`src/rtl/display_serializer.sv`:
```
// Frame serializer for a shift-register display driver: snapshots a frame,
// clocks it out MSB first on SCLK/SDATA, then strobes SLATCH and reports DONE.
module display_serializer #(
    parameter int DisplayBufferSize = 256,
    parameter int ClkDiv            = 4
) (
    input  logic                         clk,
    input  logic                         RESET_N,
    input  logic [DisplayBufferSize-1:0] DisplayBuffer,
    input  logic                         START,
    output logic                         BUSY,
    output logic                         DONE,
    output logic                         SCLK,
    output logic                         SDATA,
    output logic                         SLATCH
);

    localparam int DivW = (ClkDiv > 1) ? $clog2(ClkDiv) : 1;
    localparam int BitW = $clog2(DisplayBufferSize + 1);
    localparam logic [DivW-1:0] DivLast = DivW'(ClkDiv - 1);
    localparam logic [BitW-1:0] BitLast = BitW'(DisplayBufferSize - 1);

    typedef enum logic [1:0] {
        IDLE  = 2'd0,
        SHIFT = 2'd1,
        LATCH = 2'd2
    } state_t;

    state_t                         state_reg, state_next;
    logic [DisplayBufferSize-1:0]   shift_reg, shift_next;
    logic [DivW-1:0]                div_reg, div_next;
    logic [BitW-1:0]                bit_reg, bit_next;
    logic                           busy_reg, busy_next;
    logic                           done_reg, done_next;
    logic                           sclk_reg, sclk_next;
    logic                           slatch_reg, slatch_next;

    always_ff @(posedge clk or negedge RESET_N) begin
        if (!RESET_N) begin
            state_reg  <= IDLE;
            shift_reg  <= '0;
            div_reg    <= '0;
            bit_reg    <= '0;
            busy_reg   <= 1'b0;
            done_reg   <= 1'b0;
            sclk_reg   <= 1'b0;
            slatch_reg <= 1'b0;
        end else begin
            state_reg  <= state_next;
            shift_reg  <= shift_next;
            div_reg    <= div_next;
            bit_reg    <= bit_next;
            busy_reg   <= busy_next;
            done_reg   <= done_next;
            sclk_reg   <= sclk_next;
            slatch_reg <= slatch_next;
        end
    end

    always_comb begin
        state_next  = state_reg;
        shift_next  = shift_reg;
        div_next    = div_reg;
        bit_next    = bit_reg;
        busy_next   = busy_reg;
        done_next   = 1'b0;
        sclk_next   = sclk_reg;
        slatch_next = slatch_reg;

        unique case (state_reg)
            IDLE: begin
                if (START) begin
                    state_next = SHIFT;
                    shift_next = DisplayBuffer;
                    div_next   = '0;
                    bit_next   = '0;
                    busy_next  = 1'b1;
                    sclk_next  = 1'b0;
                end
            end
            SHIFT: begin
                if (div_reg == DivLast) begin
                    div_next  = '0;
                    sclk_next = ~sclk_reg;
                    // Falling SCLK edge: advance to the next bit.
                    if (sclk_reg) begin
                        shift_next = {shift_reg[DisplayBufferSize-2:0], 1'b0};
                        bit_next   = bit_reg + 1'b1;
                        if (bit_reg == BitLast) begin
                            state_next  = LATCH;
                            slatch_next = 1'b1;
                        end
                    end
                end else begin
                    div_next = div_reg + 1'b1;
                end
            end
            LATCH: begin
                if (div_reg == DivLast) begin
                    div_next    = '0;
                    state_next  = IDLE;
                    slatch_next = 1'b0;
                    busy_next   = 1'b0;
                    done_next   = 1'b1;
                end else begin
                    div_next = div_reg + 1'b1;
                end
            end
            default: begin
                state_next  = IDLE;
                busy_next   = 1'b0;
                sclk_next   = 1'b0;
                slatch_next = 1'b0;
                shift_next  = '0;
            end
        endcase
    end

    // After a full frame every bit has been shifted out, so the MSB reads 0
    // in LATCH and IDLE without extra gating.
    assign SDATA  = shift_reg[DisplayBufferSize-1];
    assign BUSY   = busy_reg;
    assign DONE   = done_reg;
    assign SCLK   = sclk_reg;
    assign SLATCH = slatch_reg;

endmodule

```
`config.mk`:
```
export PLATFORM = sky130hd
export DESIGN_NAME = display_serializer
export DESIGN_NICKNAME = d
export VERILOG_FILES = /design/src/rtl/display_serializer.sv
export SDC_FILE = /design/constraint.sdc
export NUM_CORES = 1
export LEC_CHECK = 0
export ABC_AREA = 1
export CAP_MARGIN = 20
export CORE_ASPECT_RATIO = 0.6
export CORE_MARGIN = 1
export CORE_UTILIZATION = 52
export CTS_CLUSTER_SIZE = 40
export DETAILED_ROUTE_END_ITERATION = 10
export MAX_ROUTING_LAYER = met4
export PLACE_DENSITY = 0.79
export SLEW_MARGIN = 20
export SYNTH_ARGS = -nofsm -noshare
export SYNTH_HDL_FRONTEND = slang
export SYNTH_SLANG_ARGS = --single-unit
```
`constraint.sdc`:
```
create_clock -name clk -period 1.85 [get_ports clk]
set_input_delay 0.4625 -clock clk [delete_from_list [all_inputs] [get_ports clk]]
set_output_delay 0.4625 -clock clk [all_outputs]
set_load 0.01 [all_outputs]
```
==> results by group, run 1 <==
Power
  • Clock Power Share: a little under a fifth
  • Switching share of power: approximately two fifths
  • VDD IR max: between 0.0015 and 0.002 V
  • Switch Pwr: 12.16 mW
  • Leakage Power: 8.715 nW
  • P_int: 17.49 mW
  • Share of power burned in registers: 32.1%
  • Pwr/cell area: 1727 mW/mm2
  • Total Power Consumption: 29.65 mW
  • Combinational group share of total power: roughly half

Timing
  • Tcrit/Tclk final: between 90% and 100%
  • Final slew viol count: 0
  • Post-route setup TNS: 0 ps
  • Worst slew pin tran: about 430 ps
  • Final hold violation count: 0
  • Worst setup margin: approximately 52 ps
  • Unrepaired setup endpoints after global routing: yes
  • Finish-stage setup viols: 0
  • Setup Skew: 16.62 ps
  • Min Hold Slack: roughly 460 ps
  • Fmax: ~0.56 GHz
  • Minimum clock period after layout: approximately 1800 ps
  • Max-slew headroom: between 70% and 80%

Die
  • Initial core utilization: 53.72%
  • FP Rows: 44
  • Core Area: between 0.02 and 0.025 mm2
  • Io pins: ~260
  • Area of the die: 0.02597 mm2
  • Die Y: roughly 130 um
  • Die Span X: between 200 and 250 um

CTS
  • H-tree depth: 1
  • CTS Buffer Depth: 3
  • Clk sink count: 273
  • Reg clk slew, reported paths: approximately 70 ps
  • Skew-Pair Late Insertion Delay: ~520 ps
  • CTS Buf Count: 25
  • Root Buffer: clkbuf_16
  • TritonCTS clock tree: done

Synthesis
  • Syn Area/Cell: between 8 and 9 um2
  • Compound-Gate Fraction of Synth Area: between 15 and 20%
  • Most frequent cell after synthesis: nand2_1
  • Synthesized flop and latch total: 273
  • Mapped Cells: about 1500
  • Post-synth top flop: dfrtp_1
  • Syn. warnings: 0
  • Async set or reset register ratio after synthesis: between 90% and 100%
  • Number of synthesized flops with an enable pin: 0
  • Proportion of synthesized area in mux cells: 0%
  • Synth Area in Simple Gates: between 20% and 30%
  • Share of the yosys chip area belonging to registers: roughly half
  • Distinct cell type count after synthesis: 23
  • Largest cells by area after synthesis: dfrtp_1 52%, nand2_1 23%, a22o_1 17%
  • Largest family of logic cells by synthesized area: simple AND/OR/NAND/NOR gates
  • Adder-Cell Fraction of Synth Area: less than 1%
  • Mapped Area: 0.01316 mm2
  • Top cells by count, synth: 800 x nand2_1, 273 x dfrtp_1, 253 x a22o_1, 44 x buf_2, 40 x clkbuf_1
  • Synth Area in XOR/XNOR: 0%
  • Synthesized Nets: 1783
  • Top cell type's share of synthesized area: approximately half
  • Largest area contributor in the netlist: dfrtp_1

Placed design
  • GPL Wtd Cong: roughly 0.83
  • HPWL Detailed: 23240 um
  • IO buf count: roughly 260
  • Dpl ws: -300.1 ps
  • Placement Cell Area: 0.01620 mm2
  • Inst Count DP: approximately 2000

Finish
  • Fraction of layout cells with a size suffix above 1: about 7.1%
  • Largest register FFs: roughly 260
  • Utilization after layout: 70.09%
  • Final net count: between 2000 and 2500
  • Synth-to-layout area growth: 30.46%
  • Fin area: 0.01717 mm2
  • # fillers: approximately 1900
  • Final Non-Filler Cells: 2097

Outcome
  • Outcome: finished, final reports clean

GRT
  • Largest net degree at the start of global routing: 94
  • GRT Util Overall: between 20% and 30%
  • Global route total overflow: 0
  • Initial antenna violation count: 5
  • Vias in the first global route: around 11000
  • First-pass GRT wire length: roughly 59000 um

Drt
  • Drt total wl: ~35000 um
  • Wire length per cell: 16.86 um
  • DRC Markers: 0
  • DR vias: between 10000 and 15000
  • DRT iter0 DRCs: approximately 1200
  • Routed Antenna Nets: 0
  • DR pass1 iterations: 5
  • Mean number of vias per cell: 5.501

Flow run
  • Max cap viols: 0

Hold path
  • Hold Crit Class: input pin to async pin

Critical path
  • Crit path capture type: register
  • Arrival time worst endpoint: between 2000 and 2500 ps
  • Crit Path Max Fanout: 74
  • WP data required: 2300 ps
  • Crit path kind: register to register
  • Worst setup SP type: register
==> per-layer routing <==
| layer | vias up | global-route usage, % | routed length, um |
|---|---|---|---|
| met3 | 39 | 6.330 | 2653 |
| met4 | 0 | 4.609 | 542 |
| met1 | 5576 | 41.84 | 16820 |
| li1 | 5499 | - | - |
| met2 | 421 | 41.10 | 15340 |
| met5 | - | - | 0 |
==> logic make-up (layout without fill, tap and decap cells) <==
family,Yosys count,count (layout)
buffers and inverters,139,391
AOI/OAI and AO/OA,274,274
DFF,273,273
adders and majority gates,6,6
and+or+nand+nor,826,826
other,0,5
==> area by class of cell <==
class	instances	area (um2)	area share [%]
multi-input combinational	1106	5614	32.70
inverter	24	95.09	0.5538
timing repair buffer	322	3352	19.52
antenna	5	12.51	0.07287
sequential	273	6832	39.79
clock buffer	28	656.9	3.826
clock inverter	17	205.2	1.195
tap	322	402.9	2.346
==> critical path: stages (launching register included) <==
cell,delay (ps)
dfrtp_1,400
inv_2,120
ha_4,160
buf_12,290
buf_16,320
a22o_1,200
nand2_1,70
nand2_1,70
==> worst paths after layout <==
kind	slack, ps	from	cells after the start	endpoint
min in group clk	480	shift_reg[71]	2	shift_reg[71]
hold / removal	460	RESET_N	2	shift_reg[13]
max in group asynchronous	750	RESET_N	3	shift_reg[117]
setup reg to reg	50	state_reg[1]	7	shift_reg[27]
hold reg to reg	480	shift_reg[71]	2	shift_reg[71]
setup / recovery	50	state_reg[1]	7	shift_reg[27]
==> cell usage in the layout, fill, tap and decap left out, drive strengths merged <==
master,Yosys,final
a21boi,2,2
a21oi,2,2
a22o,253,253
buf,75,59
bufinv,0,4
clkbuf,40,28
clkdlybuf4s50,0,257
clkinv,0,9
clkinvlp,0,2
dfrtp,273,273
diode,0,5
dlygate4sd2,0,5
dlygate4sd3,0,1
ha,6,6
inv,24,26
nand2,802,802
nand3,8,8
nand4,5,5
nor2,10,10
nor3,1,1
o21ai,16,16
o22ai,1,1
==> repair_timing <==
| action | 4_1_cts | 5_1_grt |
|---|---|---|
| pin swaps | 0 | 4 |
| buffers inserted | 0 | 3 |
| setup endpoints to repair | 79 | 188 |
| endpoints found under the hold margin | 38 | 0 |
| hold buffers | 1 | 0 |
| gates resized for setup | 7 | 20 |
==> power groups by stage <==
stage	clock [mW]	combinational, mW	sequential [mW]
6_report	5.46	14.7	9.52
4_1_cts	5.56	14.5	9.47
3_5_place_dp	0	14.4	9.51
3_3_place_gp	0	14.0	9.48
2_1_floorplan	0	10.9	9.24
5_1_grt	5.82	16.4	9.74
Note: power is estimated with default switching activity, not from simulation.
==> run 2, diff against run 1 <==
PLACE_DENSITY = 0.8   (was 0.79)
==> results by group, run 2 (synthesis results as in run 1) <==
Critical path
  • Worst r2r src: div_reg[0]
  • Worst path bufs/invs: 1 (-2)
  • R2R Setup Slk: 110 ps (+60 ps)
  • Arrival time worst endpoint: 1300 ps (-950 ps)
  • Crit path capture type: primary output
  • Delay-heaviest family, CP: flip-flops
  • Worst setup SP type: register
  • Crit Path Max Fanout: 3 (-96%)
  • Crit path kind: register to primary output
  • Worst reg2reg endpoint: shift_reg[244]
  • WP data required: 1390 ps (-910 ps)
  • CP Cell Sequence: dlygate4sd2_1
  • Critical Path Max Stage Delay: 420 ps (+20 ps)
  • Crit path max-delay cell type: dfrtp_1
  • Worst Reg-to-Reg Cells: 8 (+1)

Outcome
  • Outcome: finished, final reports clean

GRT
  • First-pass GRT wire length: 57000 um (-2.9%)
  • Global route total overflow: 0 (unchanged)
  • GRT Util Overall: 27.83% (-0.71 points)
  • Largest net degree at the start of global routing: 112 (+19%)
  • Initial antenna violation count: 4 (-1)
  • Vias in the first global route: 10837 (-3.0%)

Die
  • Die Span X: 207.4 um (unchanged)
  • Core Area: 0.02450 mm2 (unchanged)
  • Initial core utilization: 53.72% (unchanged)
  • FP Rows: 44 (unchanged)
  • Die Y: 125.2 um (unchanged)
  • Io pins: 264 (unchanged)
  • Area of the die: 0.02597 mm2 (unchanged)

Drt
  • DRC Markers: 0 (unchanged)
  • DRT iter0 DRCs: 1204 (+1.8%)
  • Routed Antenna Nets: 0 (unchanged)
  • Wire length per cell: 17.09 um (+1.4%)
  • Mean number of vias per cell: 5.485 (-0.29%)
  • DR pass1 iterations: 5 (unchanged)
  • DR vias: 11540 (+0.043%)
  • Drt total wl: 35970 um (+1.7%)

Power
  • VDD IR max: 0.001542 V (-2.2%)
  • Pwr/cell area: 1751 mW/mm2 (+1.4%)
  • Leakage Power: 8.806 nW (+1.0%)
  • Total Power Consumption: 30.34 mW (+2.3%)

CTS
  • TritonCTS clock tree: done
  • Root Buffer: clkbuf_16
  • H-tree depth: 1 (unchanged)
  • Reg clk slew, reported paths: 70 ps (about the same)
  • Skew-Pair Late Insertion Delay: 550 ps (+30 ps)
  • Clk sink count: 273 (unchanged)
  • CTS Buf Count: 25 (unchanged)
  • CTS Buffer Depth: 3 (unchanged)

Placed design
  • Placement Cell Area: 0.01628 mm2 (+0.51%)
  • GPL Wtd Cong: 0.8411 (+1.9%)
  • IO buf count: 263 (unchanged)
  • HPWL Detailed: 22860 um (-1.6%)

Timing
  • Final slew viol count: 0 (unchanged)
  • Unrepaired setup endpoints after global routing: yes
  • Worst slew pin tran: 392.7 ps (-40.52 ps)
  • Max-slew headroom: 73.82% (+2.7 points)
  • Post-route setup TNS: 0 ps (unchanged)
  • Final hold violation count: 0 (unchanged)
  • Minimum clock period after layout: 1758 ps (-40.78 ps)
  • Finish-stage setup viols: 0 (unchanged)
  • Fmax: 0.5690 GHz (+2.3%)
  • Tcrit/Tclk final: 95.00% (-2.2 points)
  • Setup Skew: 27.36 ps (+10.74 ps)

Finish
  • Utilization after layout: 70.73% (+0.64 points)
  • Synth-to-layout area growth: 31.66%
  • Fin area: 0.01733 mm2 (+0.92%)
  • Fraction of layout cells with a size suffix above 1: 6.644% (-0.47 points)
  • Most frequent cells in the layout: 800 x nand2_1, 273 x dfrtp_1, 257 x clkdlybuf4s50_1
  • Final net count: 2022 (+0.25%)
  • Largest register FFs: 256 (unchanged)
  • Commonest non-fill, non-tap cell in the layout: nand2_1

Hold path
  • Hold Crit Class: input pin to async pin

Flow run
  • Max cap viols: 0 (unchanged)
-- run 2: how the worst max path moves through the flow --
| stage | startpoint | to | slack [ps] | depth (start not counted) |
|---|---|---|---|---|
| floorplan | state_reg[1] | shift_reg[172] | 260 | 12 |
| global placement | START | shift_reg[147] | -210 | 9 |
| detailed placement | START | shift_reg[161] | -260 | 9 |
| CTS | state_reg[1] | shift_reg[4] | 60 | 9 |
| global route | div_reg[0] | shift_reg[245] | -9 | 8 |
| finish | SCLK | SCLK | 90 | 1 |
-- run 2: cell type report --
cell class,count,area (um2)
clock inverters,12,170.2
flip-flops and latches,273,6832
well taps,322,402.9
clock buffers,34,709.4
repair buffers,327,3512
fillers,1868,7171
multi-input cells,1106,5584
diodes,6,15.01
inverters,24,102.6
-- run 2: stage by stage --
stage | cells | hold slack [ps] | worst slack [ps]
global placement | 2047 | 331.2 | -210.5
global route | 2102 | 383.4 | -8.937
CTS | 2094 | 370.5 | 58.36
finish | 2104 | 382.0 | 92.48
floorplan | 1518 | 166.9 | 260.3
detailed placement | 2047 | 329.5 | -263.3
-- run 2: per-layer routing --
layer	track usage [%]	vias to the layer above	part of all wire (%)
met1	40.68	5622	47
met4	4.785	0	1.6
met3	6.556	47	7.4
met2	39.75	359	44
li1	-	5512	-
met5	-	-	0
-- run 2: repair_timing --
item,4_1_cts,5_1_grt
endpoints found under the setup margin,71,161
hold buffers,1,0
endpoints found under the hold margin,22,0
cloned,0,3
buffers inserted,0,1
gates resized for setup,6,15
pin swaps,0,0
-- run 2: power by group --
group / switching (mW) / internal [mW]
Combinational: 8.78 / 6.43
Sequential: 1.26 / 8.29
Clock: 2.33 / 3.26
==> run 3, diff against run 2 <==
ABC_AREA = default   (was 1)
CELL_PAD_IN_SITES_DETAIL_PLACEMENT = 1   (was default)
CELL_PAD_IN_SITES_GLOBAL_PLACEMENT = 2   (was default)
CORE_UTILIZATION = 31   (was 52)
PLACE_DENSITY = 0.79   (was 0.8)
==> results by group, run 3 <==
Timing
  • Final hold violation count: 0 (unchanged)
  • Max-slew headroom: 59.68% (-14 points)
  • Minimum clock period after layout: 1872 ps (+114.8 ps)
  • Final slew viol count: 0 (unchanged)
  • Finish-stage setup viols: 8 (+8)
  • Tcrit/Tclk final: 101.2% (+6.2 points)
  • Setup Skew: 18.08 ps (-9.286 ps)
  • Worst setup margin: -22.29 ps (-114.8 ps)
  • Unrepaired setup endpoints after global routing: yes
  • Worst slew pin tran: 604.8 ps (+212.1 ps)
  • Fmax: 0.5341 GHz (-6.1%)

Power
  • Switch Pwr: 13.39 mW (+8.3%)
  • Combinational group share of total power: 50.1% (about the same)
  • Pwr/cell area: 1883 mW/mm2 (+7.6%)
  • Leakage Power: 7.176 nW (-19%)
  • P_int: 20.22 mW (+12%)
  • VDD IR max: 0.0008019 V (-48%)
  • Switching share of power: 39.84% (-0.90 points)
  • Clock Power Share: 17.4% (-1.0 points)
  • Total Power Consumption: 33.60 mW (+11%)
  • Share of power burned in registers: 32.5% (+1.0 points)

Synthesis
  • Mapped Cells: 1235 (-19%)
  • Number of synthesized flops with an enable pin: 0 (unchanged)
  • Distinct cell type count after synthesis: 28 (+22%)
  • Synthesized Nets: 1500 (-16%)
  • Largest area contributor in the netlist: dfrtp_1
  • Share of the yosys chip area belonging to registers: 56.96% (+5.1 points)
  • Largest cells by area after synthesis: dfrtp_1 57%, a22oi_1 16%, a21oi_1 11%
  • Syn. warnings: 0 (unchanged)
  • Post-synth top flop: dfrtp_1
  • Mapped Area: 0.01199 mm2 (-8.9%)
  • Most frequent cell after synthesis: dfrtp_1
  • Top cell type's share of synthesized area: 56.96% (+5.1 points)
  • Async set or reset register ratio after synthesis: 100.0% (unchanged)
  • Synthesized flop and latch total: 273 (unchanged)
  • Top cells by count, synth: 273 x dfrtp_1, 269 x nor2_1, 259 x a21oi_1, 255 x a22oi_1, 58 x clkbuf_1
  • Syn Area/Cell: 9.712 um2 (+12%)

Critical path
  • Crit path capture type: register
  • Worst path bufs/invs: 4 (+3)
  • Crit Path Max Fanout: 8 (+5)
  • Critical Path Max Stage Delay: 420 ps (about the same)
  • Crit path kind: register to register
  • Worst setup SP type: register
  • Arrival time worst endpoint: 2340 ps (+1040 ps)
  • Delay-heaviest family, CP: buffers and inverters
  • Crit path max-delay cell type: dfrtp_1
  • CP Cell Sequence: buf_6 > ha_4 > a21boi_4 > nor3_4 > buf_6 > clkbuf_16 > clkbuf_16 > nor2_1 > a21oi_1
  • WP data required: 2320 ps (+930 ps)

Finish
  • Final net count: 1776 (-12%)
  • # fillers: 4095 (+120%)
  • Most frequent cells in the layout: 272 x dfrtp_1, 257 x clkdlybuf4s50_1, 255 x a22oi_1
  • Commonest non-fill, non-tap cell in the layout: dfrtp_1
  • Synth-to-layout area growth: 48.76%
  • Fraction of layout cells with a size suffix above 1: 16.88% (+10 points)
  • Fin area: 0.01784 mm2 (+3.0%)
  • Largest register FFs: 256 (unchanged)

Placed design
  • HPWL Detailed: 23960 um (+4.8%)
  • GPL Wtd Cong: 0.7803 (-7.2%)
  • Placement Cell Area: 0.01532 mm2 (-5.9%)
  • IO buf count: 263 (unchanged)

Die
  • FP Rows: 55 (+25%)
  • Die Span X: 255.9 um (+23%)
  • Initial core utilization: 31.63% (-22 points)
  • Area of the die: 0.03951 mm2 (+52%)
  • Die Y: 154.4 um (+23%)
  • Core Area: 0.03792 mm2 (+55%)
  • Io pins: 264 (unchanged)

GRT
  • Initial antenna violation count: 7 (+3)
  • Largest net degree at the start of global routing: 132 (+18%)
  • First-pass GRT wire length: 59710 um (+4.8%)
  • Vias in the first global route: 10746 (-0.84%)
  • Global route total overflow: 0 (unchanged)
  • GRT Util Overall: 19.15% (-8.7 points)

Flow run
  • Max cap viols: 0 (unchanged)

CTS
  • Root Buffer: clkbuf_16
  • Skew-Pair Late Insertion Delay: 560 ps (about the same)
  • Clk sink count: 273 (unchanged)
  • CTS Buffer Depth: 3 (unchanged)
  • Reg clk slew, reported paths: 60 ps (about the same)
  • CTS Buf Count: 29 (+16%)
  • TritonCTS clock tree: done
  • H-tree depth: 1 (unchanged)

Drt
  • Mean number of vias per cell: 5.322 (-3.0%)
  • Drt total wl: 43440 um (+21%)
  • DR pass1 iterations: 4 (-1)
  • Wire length per cell: 21.14 um (+24%)
  • Routed Antenna Nets: 0 (unchanged)
  • DRC Markers: 0 (unchanged)
  • DRT iter0 DRCs: 683 (-43%)
  • DR vias: 10937 (-5.2%)

Hold path
  • Hold Crit Class: input pin to async pin

Outcome
  • Failing checks: setup timing
  • Outcome: finished, violations left
run 3: final cells by class:
cell class / instances / area (um2) / area share (%)
sequential: 273 / 6833 / 38.30
multi-input combinational: 838 / 5024 / 28.16
timing repair buffer: 362 / 4355 / 24.41
clock buffer: 45 / 865.8 / 4.853
tap: 513 / 641.9 / 3.597
clock inverter: 9 / 76.32 / 0.4278
inverter: 7 / 26.28 / 0.1473
antenna: 8 / 20.02 / 0.1122
run 3: cell families (layout without fill, tap and decap cells):
logic type                 after synthesis  after routing  share of synthesized area (%)
muxes                                    3              3                         0.2504
DFF                                    273            273                          56.96
AOI/OAI and AO/OA                      529            529                          27.54
and+or+nand+nor                        294            294                          9.660
xor gates and xnor gates                 6              6                         0.4381
buffers and inverters                  124            423                          4.527
adders and majority gates                6              6                         0.6259
other                                    0              8                              0
run 3: power by group through the flow:
stage                     clock network, mW  logic [mW]  registers (mW)
after global routing                   6.25        18.4            11.3
after floorplan                           0        8.96            10.3
after detailed placement                  0        12.3            10.8
after global placement                    0        11.7            10.7
final                                  5.84        16.8            10.9
after CTS                              6.03        12.7            10.7
run 3: repair_timing:
item                       CTS  global route
cloned                       2            44
setup buffers                0             8
setup endpoints to repair   59           264
hold endpoints to repair    37             0
resized for setup           16           144
pin swaps                    0             1
hold buffers                 1             0
run 3: final timing paths:
check                                  from  slack [ps]  cells after the start             end
setup / recovery               state_reg[0]         -20                      9   shift_reg[32]
min in group clk           DisplayBuffer[0]         490                      3    shift_reg[0]
hold reg to reg                        BUSY         500                      2            BUSY
hold / removal                      RESET_N         420                      2   shift_reg[41]
max in group asynchronous           RESET_N         740                      3  shift_reg[132]
setup reg to reg               state_reg[0]         -20                      9   shift_reg[32]
run 3: metrics by stage:
step	cells	setup WS [ps]	TNS (ps)	utilization, %	hold WS (ps)
5_1_grt	2054	-73.82	-5909	47.05	451.4
6_report	2055	-22.29	-47.66	47.05	424.7
3_5_place_dp	1938	-308.9	-50790	40.42	418.9
3_3_place_gp	1938	-185.7	-28920	40.42	415.2
2_1_floorplan	1235	106.8	0	-	166.9
4_1_cts	1995	-59.16	-1780	43.19	433.4
run 3: layer usage:
layer	wire [um]	global-route usage, %	share of wire [%]	vias to the layer above
li1	-	-	-	5042
met1	21380	27.65	49	5574
met2	19050	27.50	44	273
met3	2433	4.621	5.6	48
met4	581	2.965	1.3	0
met5	0	-	0	-
